File: config.mk
export PLATFORM = sky130hd
export DESIGN_NAME = prod_accum
export DESIGN_NICKNAME = d
export VERILOG_FILES = /design/src/rtl/prod_accum_pkg.sv /design/src/rtl/prod_accum.sv
export SDC_FILE = /design/constraint.sdc
export NUM_CORES = 1
export LEC_CHECK = 0
export ABC_AREA = 1
export CAP_MARGIN = 0
export CORE_MARGIN = 4
export CORE_UTILIZATION = 50
export DETAILED_ROUTE_END_ITERATION = 8
export PLACE_DENSITY = 0.77
export SYNTH_ARGS = -nofsm -noshare
export SYNTH_HDL_FRONTEND = slang
export SYNTH_SLANG_ARGS = --single-unit
File: constraint.sdc
create_clock -name clk -period 1.8 [get_ports clk]
set_input_delay 0.36 -clock clk [delete_from_list [all_inputs] [get_ports clk]]
set_output_delay 0.36 -clock clk [all_outputs]
set_load 0.01 [all_outputs]
File: src/rtl/prod_accum_pkg.sv
// Shared widths and state encoding for the product accumulator.
// The sum width is derived so that a full batch of extreme products cannot wrap.
package prod_accum_pkg;

  localparam int PA_PW = 65;
  localparam int PA_CW = 8;
  localparam int PA_SW = PA_PW + PA_CW;

  typedef enum logic [1:0] {
    ST_IDLE = 2'd0,
    ST_ACC  = 2'd1,
    ST_HOLD = 2'd2
  } state_t;

endpackage

File: src/rtl/prod_accum.sv
// Batch accumulator for signed products from a multiplier pipeline.
// It sums a counted batch, then holds the result until the downstream accepts it.
module prod_accum
  import prod_accum_pkg::*;
#(
  parameter int PW = PA_PW,
  parameter int CW = PA_CW
) (
  input  logic             clk,
  input  logic             rst_n,
  input  logic             prod_valid,
  input  logic [PW-1:0]    prod,
  input  logic             start,
  input  logic [CW-1:0]    len,
  output logic             sum_valid,
  input  logic             sum_ready,
  output logic [PW+CW-1:0] sum,
  output logic             busy,
  output logic             overrun
);

  localparam int SW = PW + CW;
  // Remaining count needs one extra bit so that len=0 can stand for 2^CW.
  localparam logic [CW:0] REM_ONE  = (CW+1)'(1);
  localparam logic [CW:0] REM_FULL = {1'b1, {CW{1'b0}}};

  state_t        r_state;
  state_t        w_state_next;
  logic [SW-1:0] r_acc;
  logic [SW-1:0] r_sum;
  logic [CW:0]   r_rem;
  logic          r_overrun;

  logic [SW-1:0] w_prod_ext;
  logic [SW-1:0] w_acc_sum;
  logic          w_last;

  assign w_prod_ext = {{CW{prod[PW-1]}}, prod};
  assign w_acc_sum  = r_acc + w_prod_ext;
  assign w_last     = (r_rem == REM_ONE);

  always_ff @(posedge clk or negedge rst_n) begin
    if (!rst_n) begin
      r_state <= ST_IDLE;
    end else begin
      r_state <= w_state_next;
    end
  end

  always_comb begin
    w_state_next = r_state;
    unique case (r_state)
      ST_IDLE: if (start)                w_state_next = ST_ACC;
      ST_ACC:  if (prod_valid && w_last) w_state_next = ST_HOLD;
      ST_HOLD: if (sum_ready)            w_state_next = ST_IDLE;
      default:                           w_state_next = ST_IDLE;
    endcase
  end

  // sum_valid is decoded from registered state only, so no input reaches it combinationally.
  always_comb begin
    busy      = (r_state != ST_IDLE);
    sum_valid = (r_state == ST_HOLD);
  end

  always_ff @(posedge clk or negedge rst_n) begin
    if (!rst_n) begin
      r_acc     <= '0;
      r_sum     <= '0;
      r_rem     <= '0;
      r_overrun <= 1'b0;
    end else begin
      unique case (r_state)
        ST_IDLE: begin
          if (start) begin
            r_rem     <= (len == '0) ? REM_FULL : {1'b0, len};
            r_acc     <= '0;
            r_overrun <= 1'b0;
          end
        end
        ST_ACC: begin
          if (prod_valid) begin
            r_acc <= w_acc_sum;
            r_rem <= r_rem - REM_ONE;
            if (w_last) r_sum <= w_acc_sum;
          end
        end
        ST_HOLD: begin
          if (prod_valid) r_overrun <= 1'b1;
        end
        default: begin
          r_overrun <= r_overrun;
        end
      endcase
    end
  end

  assign sum     = r_sum;
  assign overrun = r_overrun;

endmodule

==> results of run 1 <==
[kinds of logic after synthesis]
group,share of synthesized area
buf+inv,0.106
xor+xnor,0.0278
compound gates,0.0910
fa+ha+maj,0.0770
flops,0.322
simple gates,0.376
[per-layer routing]
| metal | overflow | track usage |
|---|---|---|
| met2 | 2 | 0.897 |
| met1 | 2 | 0.768 |
| met5 | 0 | 0.576 |
| met4 | 3 | 0.755 |
| met3 | 1 | 0.694 |
[metrics by stage]
stage	hold WS (ps)	setup TNS (ps)	cells	worst slack, ps	area (sq um)
4_1_cts	377	-24620	2686	-308	19800
3_5_place_dp	265	-110370	2605	-987	15900
3_3_place_gp	268	-105570	2605	-988	15900
2_1_floorplan	64.4	-2120	1942	-151	12400
[timing repair]
action	4_1_cts
hold endpoints to repair	22
pin swaps	172
setup endpoints to repair	133
resized for setup	698
hold buffers	1
gates cloned	1
setup buffers	50
==> impl_results.md, run 1 <==
- Final estimated routing congestion in global placement: 1.01
- Yosys top cell area share: 0.322
- Unique cell type count in the Yosys netlist: 42
- Clock Root Buffer: clkbuf_16
- Post-synth EDFFs: 0
- Grt repair worst endpoint: r_acc[62]$_DFFE_PN0P_/D
- Clk buf depth: 2
- Cts bufs inserted: 17
- #FFs+latches synth: 158
- H-Tree Depth: 4
- Largest net degree at the start of global routing: 55
- Register area share after synthesis: 0.322
- Initial antenna violation count: 9
- Remaining Overflow, GRT: 8
- Failed at: global routing
- Average size of a mapped cell: 6.33 sq um
- GRT Util Overall: 0.782
- Largest area contributor in the netlist: dfrtp_1
- Run Error: [ERROR GRT-0232] Routing congestion too high. Check the congestion heatmap in the GUI.
- Num rows: 57
- Total clock sinks: 158
- Die Span Y: 165 microns
- Synth Instances: 1,942
- Async SR Flop Fraction: 1.00
- Worst endpoint type: sequential cell input
- Syn nets: 2,095
- Most common cell in the synthesized netlist: nand2_1
- Die Wd: 165 microns
- Synthesized area: 12,300 sq um
- Ports: 154
- Number of port buffers: 153
- DP HPWL: 35,800 microns
- Synth area leaders: dfrtp_1 (32%), nand2_1 (24%), inv_1 (9.3%), ha_1 (7.5%), nand3_1 (5.0%)
- Initial Util: 0.507
- Top post-synthesis cells by count: nand2_1 (776), inv_1 (303), dfrtp_1 (158)
- Status: did not finish
- Synth warn: 0
- Post-synth top flop: dfrtp_1
==> run 2, diff against run 1 <==
- CORE_UTILIZATION: 50 -> 35
- PLACE_DENSITY: 0.77 -> unset
- PLACE_DENSITY_LB_ADDON: unset -> 0.15
- clock period: 1.8 -> 2.34 ns (I/O delays scaled with it)
==> run 2 against run 1 <==
Compared with the run above:
- the run now ends clean
- synthesized cell count unchanged
- area after synthesis stayed put
==> impl_results.md, run 2 <==
- Met1 Resource Use GR: 0.306
- Final core utilization: 0.524
- Synth warn: 0 (unchanged)
- Sw frac: 0.471
- Pleak: 9.18 nW
- Critical R2R Launch: r_acc[0]
- Top post-synthesis cells by count: nand2_1 (776), inv_1 (303), dfrtp_1 (158)
- Pint: 0.0125 W
- Synth Instances: 1,942 (unchanged)
- GRT Util Overall: 0.234
- Drt wl/cell: 16.6 microns
- Die ar.: 38,200 sq um
- Die Span Y: 195 microns (+19%)
- Combinational Power Share: 0.686
- Post-layout nets: 2,453
- Initial antenna violation count: 0
- #FFs+latches synth: 158 (unchanged)
- Met2 usage: 0.400
- Vias: 13,300
- Synth area leaders: dfrtp_1 (32%), nand2_1 (24%), inv_1 (9.3%), ha_1 (7.5%), nand3_1 (5.0%)
- CP Class: in2reg
- Clock Power Share: 0.119
- Number of cells on the critical path: 15
- H-Tree Depth: 4 (unchanged)
- Footprint of the multi-input gates: 8520 sq um
- Die Wd: 195 microns (+19%)
- Ports: 154 (unchanged)
- Commonest non-fill, non-tap cell in the layout: nand2_1
- Yosys top cell area share: 0.322 (unchanged)
- Register area share after synthesis: 0.322 (unchanged)
- Total routed wirelength: 46,000 microns
- Most common cell in the synthesized netlist: nand2_1
- Clk_skew: 9.13 ps
- Final estimated routing congestion in global placement: 0.982 (-2.6%)
- Cts bufs inserted: 17 (unchanged)
- Top Family by Delay on Critical Path: buffers and inverters
- Pre-CTS setup slack: -682 ps (+304 ps)
- Core ar.: 34,600 sq um
- Setup violators final: 0
- Post-synth EDFFs: 0 (unchanged)
- Data required, critical path: 2690 ps
- Total clock sinks: 158 (unchanged)
- Crit-path max cell delay: 460 ps
- Critical path's most frequent cell: nand2_1
- Clk buf depth: 2 (unchanged)
- Final Cycle Share: 0.968
- Largest net degree at the start of global routing: 61
- Largest area contributor in the netlist: dfrtp_1
- DRT iter0 DRCs: 743
- DP HPWL: 36,200 microns (+1.2%)
- Final worst setup slack: 74.8 ps
- Remaining Overflow, GRT: 0
- Crit-path cells: clkdlybuf4s50_1 -> ha_4 -> buf_4 -> nand2_1 -> inv_1 -> nand2_1 -> o21ai_0 -> nand2_1 -> nand2_2 -> buf_4 -> inv_1 -> nand2_1 -> nand2_1 -> nand3_1 -> nand2_1
- Slew @ Worst Pin: 407 ps
- Crit path DAT: 2610 ps
- Startpoint Class: input port
- Endpoints failing hold: 0
- Worst IR drop on VDD: 0.673 mV
- Pwr Density: 1300 nW/um^2
- N_diodes: 0
- CP startpoint: prod[40]
- Worst hold slack: 470 ps
- Commonest cells after routing, fill and taps aside: nand2_1 (709), inv_1 (281), buf_4 (200)
- Worst hold path class: in2async
- Net Sw Power: 0.0111 W
- Vias per Instance: 4.81
- Clock Root Buffer: clkbuf_16
- Async SR Flop Fraction: 1.00 (unchanged)
- Met3 usage: 0.0336
- # DRC: 0
- Register Area: 3950 sq um
- R2R cell count: 17
- Initial Util: 0.355 (-0.152)
- Post-route ant nets: 0
- Synthesized area: 12,300 sq um (unchanged)
- Peak Freq: 0.441 GHz
- Reg-to-reg slack, setup: 120 ps
- Status: complete, no violations
- Busiest metal layer after global routing: met2
- Number of port buffers: 153 (unchanged)
- Placed inst area: 15,900 sq um (-0.32%)
- Share of cells above drive strength 1: 0.251
- Worst reg2reg endpoint: r_acc[66]
- Unique cell type count in the Yosys netlist: 42 (unchanged)
- CP Capture Type: register
- Average size of a mapped cell: 6.33 sq um (unchanged)
- Post-synth top flop: dfrtp_1
- Clk Latency, worst-skew pair: 450 ps
- Syn nets: 2,095 (unchanged)
- Tmin final: 2270 ps
- Layout area overhead: 47.6%
- Bufs and invs on worst path: 5
- Critical path's slowest cell: clkdlybuf4s50_1
- Number of global-route vias before repair: 13,300
- RSZ-0062 raised after global routing: true
- Max-Slew Margin vs Limit: 0.726
- Critical-path maximum fanout: 3
- Clock-pin slew on the worst setup and hold paths: 70 ps
- CTS tree: done
- Design Area, Final: 18,100 sq um
- DRT Pass-1 Iters: 5
- Seq pwr share: 0.195
- Pins Over Slew Limit: 0
- Maxcap violations: 0
- Num rows: 68 (+19%)
- First-pass GRT wire length: 70,800 microns
- FILL cells: 3,443
run 2: how the worst max path moves through the flow:
stage	to	slack, ps
6_report	sum[50]	70
5_1_grt	sum[26]	-80
4_1_cts	sum[27]	2
3_5_place_dp	sum[64]	-680
3_3_place_gp	sum[66]	-640
2_1_floorplan	r_acc[62]	190
run 2: what timing repair did:
action | 4_1_cts | 5_1_grt
buffers inserted | 1 | 11
hold buffers | 1 | 0
resized for setup | 44 | 293
endpoints found under the hold margin | 28 | 0
pin swaps | 9 | 50
cloned | 0 | 1
setup endpoints to repair | 62 | 105
run 2: logic make-up after synthesis:
| logic type | after synthesis | share of synthesized area |
|---|---|---|
| simple gates | 1119 | 0.376 |
| buf+inv | 343 | 0.106 |
| compound gates | 208 | 0.0910 |
| flops | 158 | 0.322 |
| fa+ha+maj | 75 | 0.0770 |
| xor+xnor | 39 | 0.0278 |
run 2: power groups by stage:
stage          sequential [W]  combinational (W)  clock, W
6_report              0.00459             0.0162   0.00280
5_1_grt               0.00471             0.0178   0.00296
4_1_cts               0.00440             0.0144   0.00287
3_5_place_dp          0.00442             0.0140         0
3_3_place_gp          0.00442             0.0139         0
2_1_floorplan         0.00440            0.00782         0
run 2: final cells by class:
class,instances,area share
inverters,313,0.0647
clock buffers,24,0.0271
multi-input cells,1441,0.470
repair buffers,369,0.185
well taps,455,0.0314
clock inverters,8,0.00448
flip-flops and latches,158,0.218
run 2: per-layer routing:
| metal | part of all wire | vias up |
|---|---|---|
| li1 | - | 6740 |
| met1 | 0.46 | 6262 |
| met2 | 0.49 | 256 |
| met3 | 0.029 | 60 |
| met4 | 0.024 | 0 |
| met5 | 0 | - |
run 2: stage by stage:
stage,instances,power [W],TNS (ps)
global route,2768,0.0255,-1090
CTS,2756,0.0217,0
floorplan,1942,0.0122,0
global placement,2722,0.0183,-55420
finish,2768,0.0235,0
detailed placement,2722,0.0184,-58640
Power figures use the tool's default switching activity.
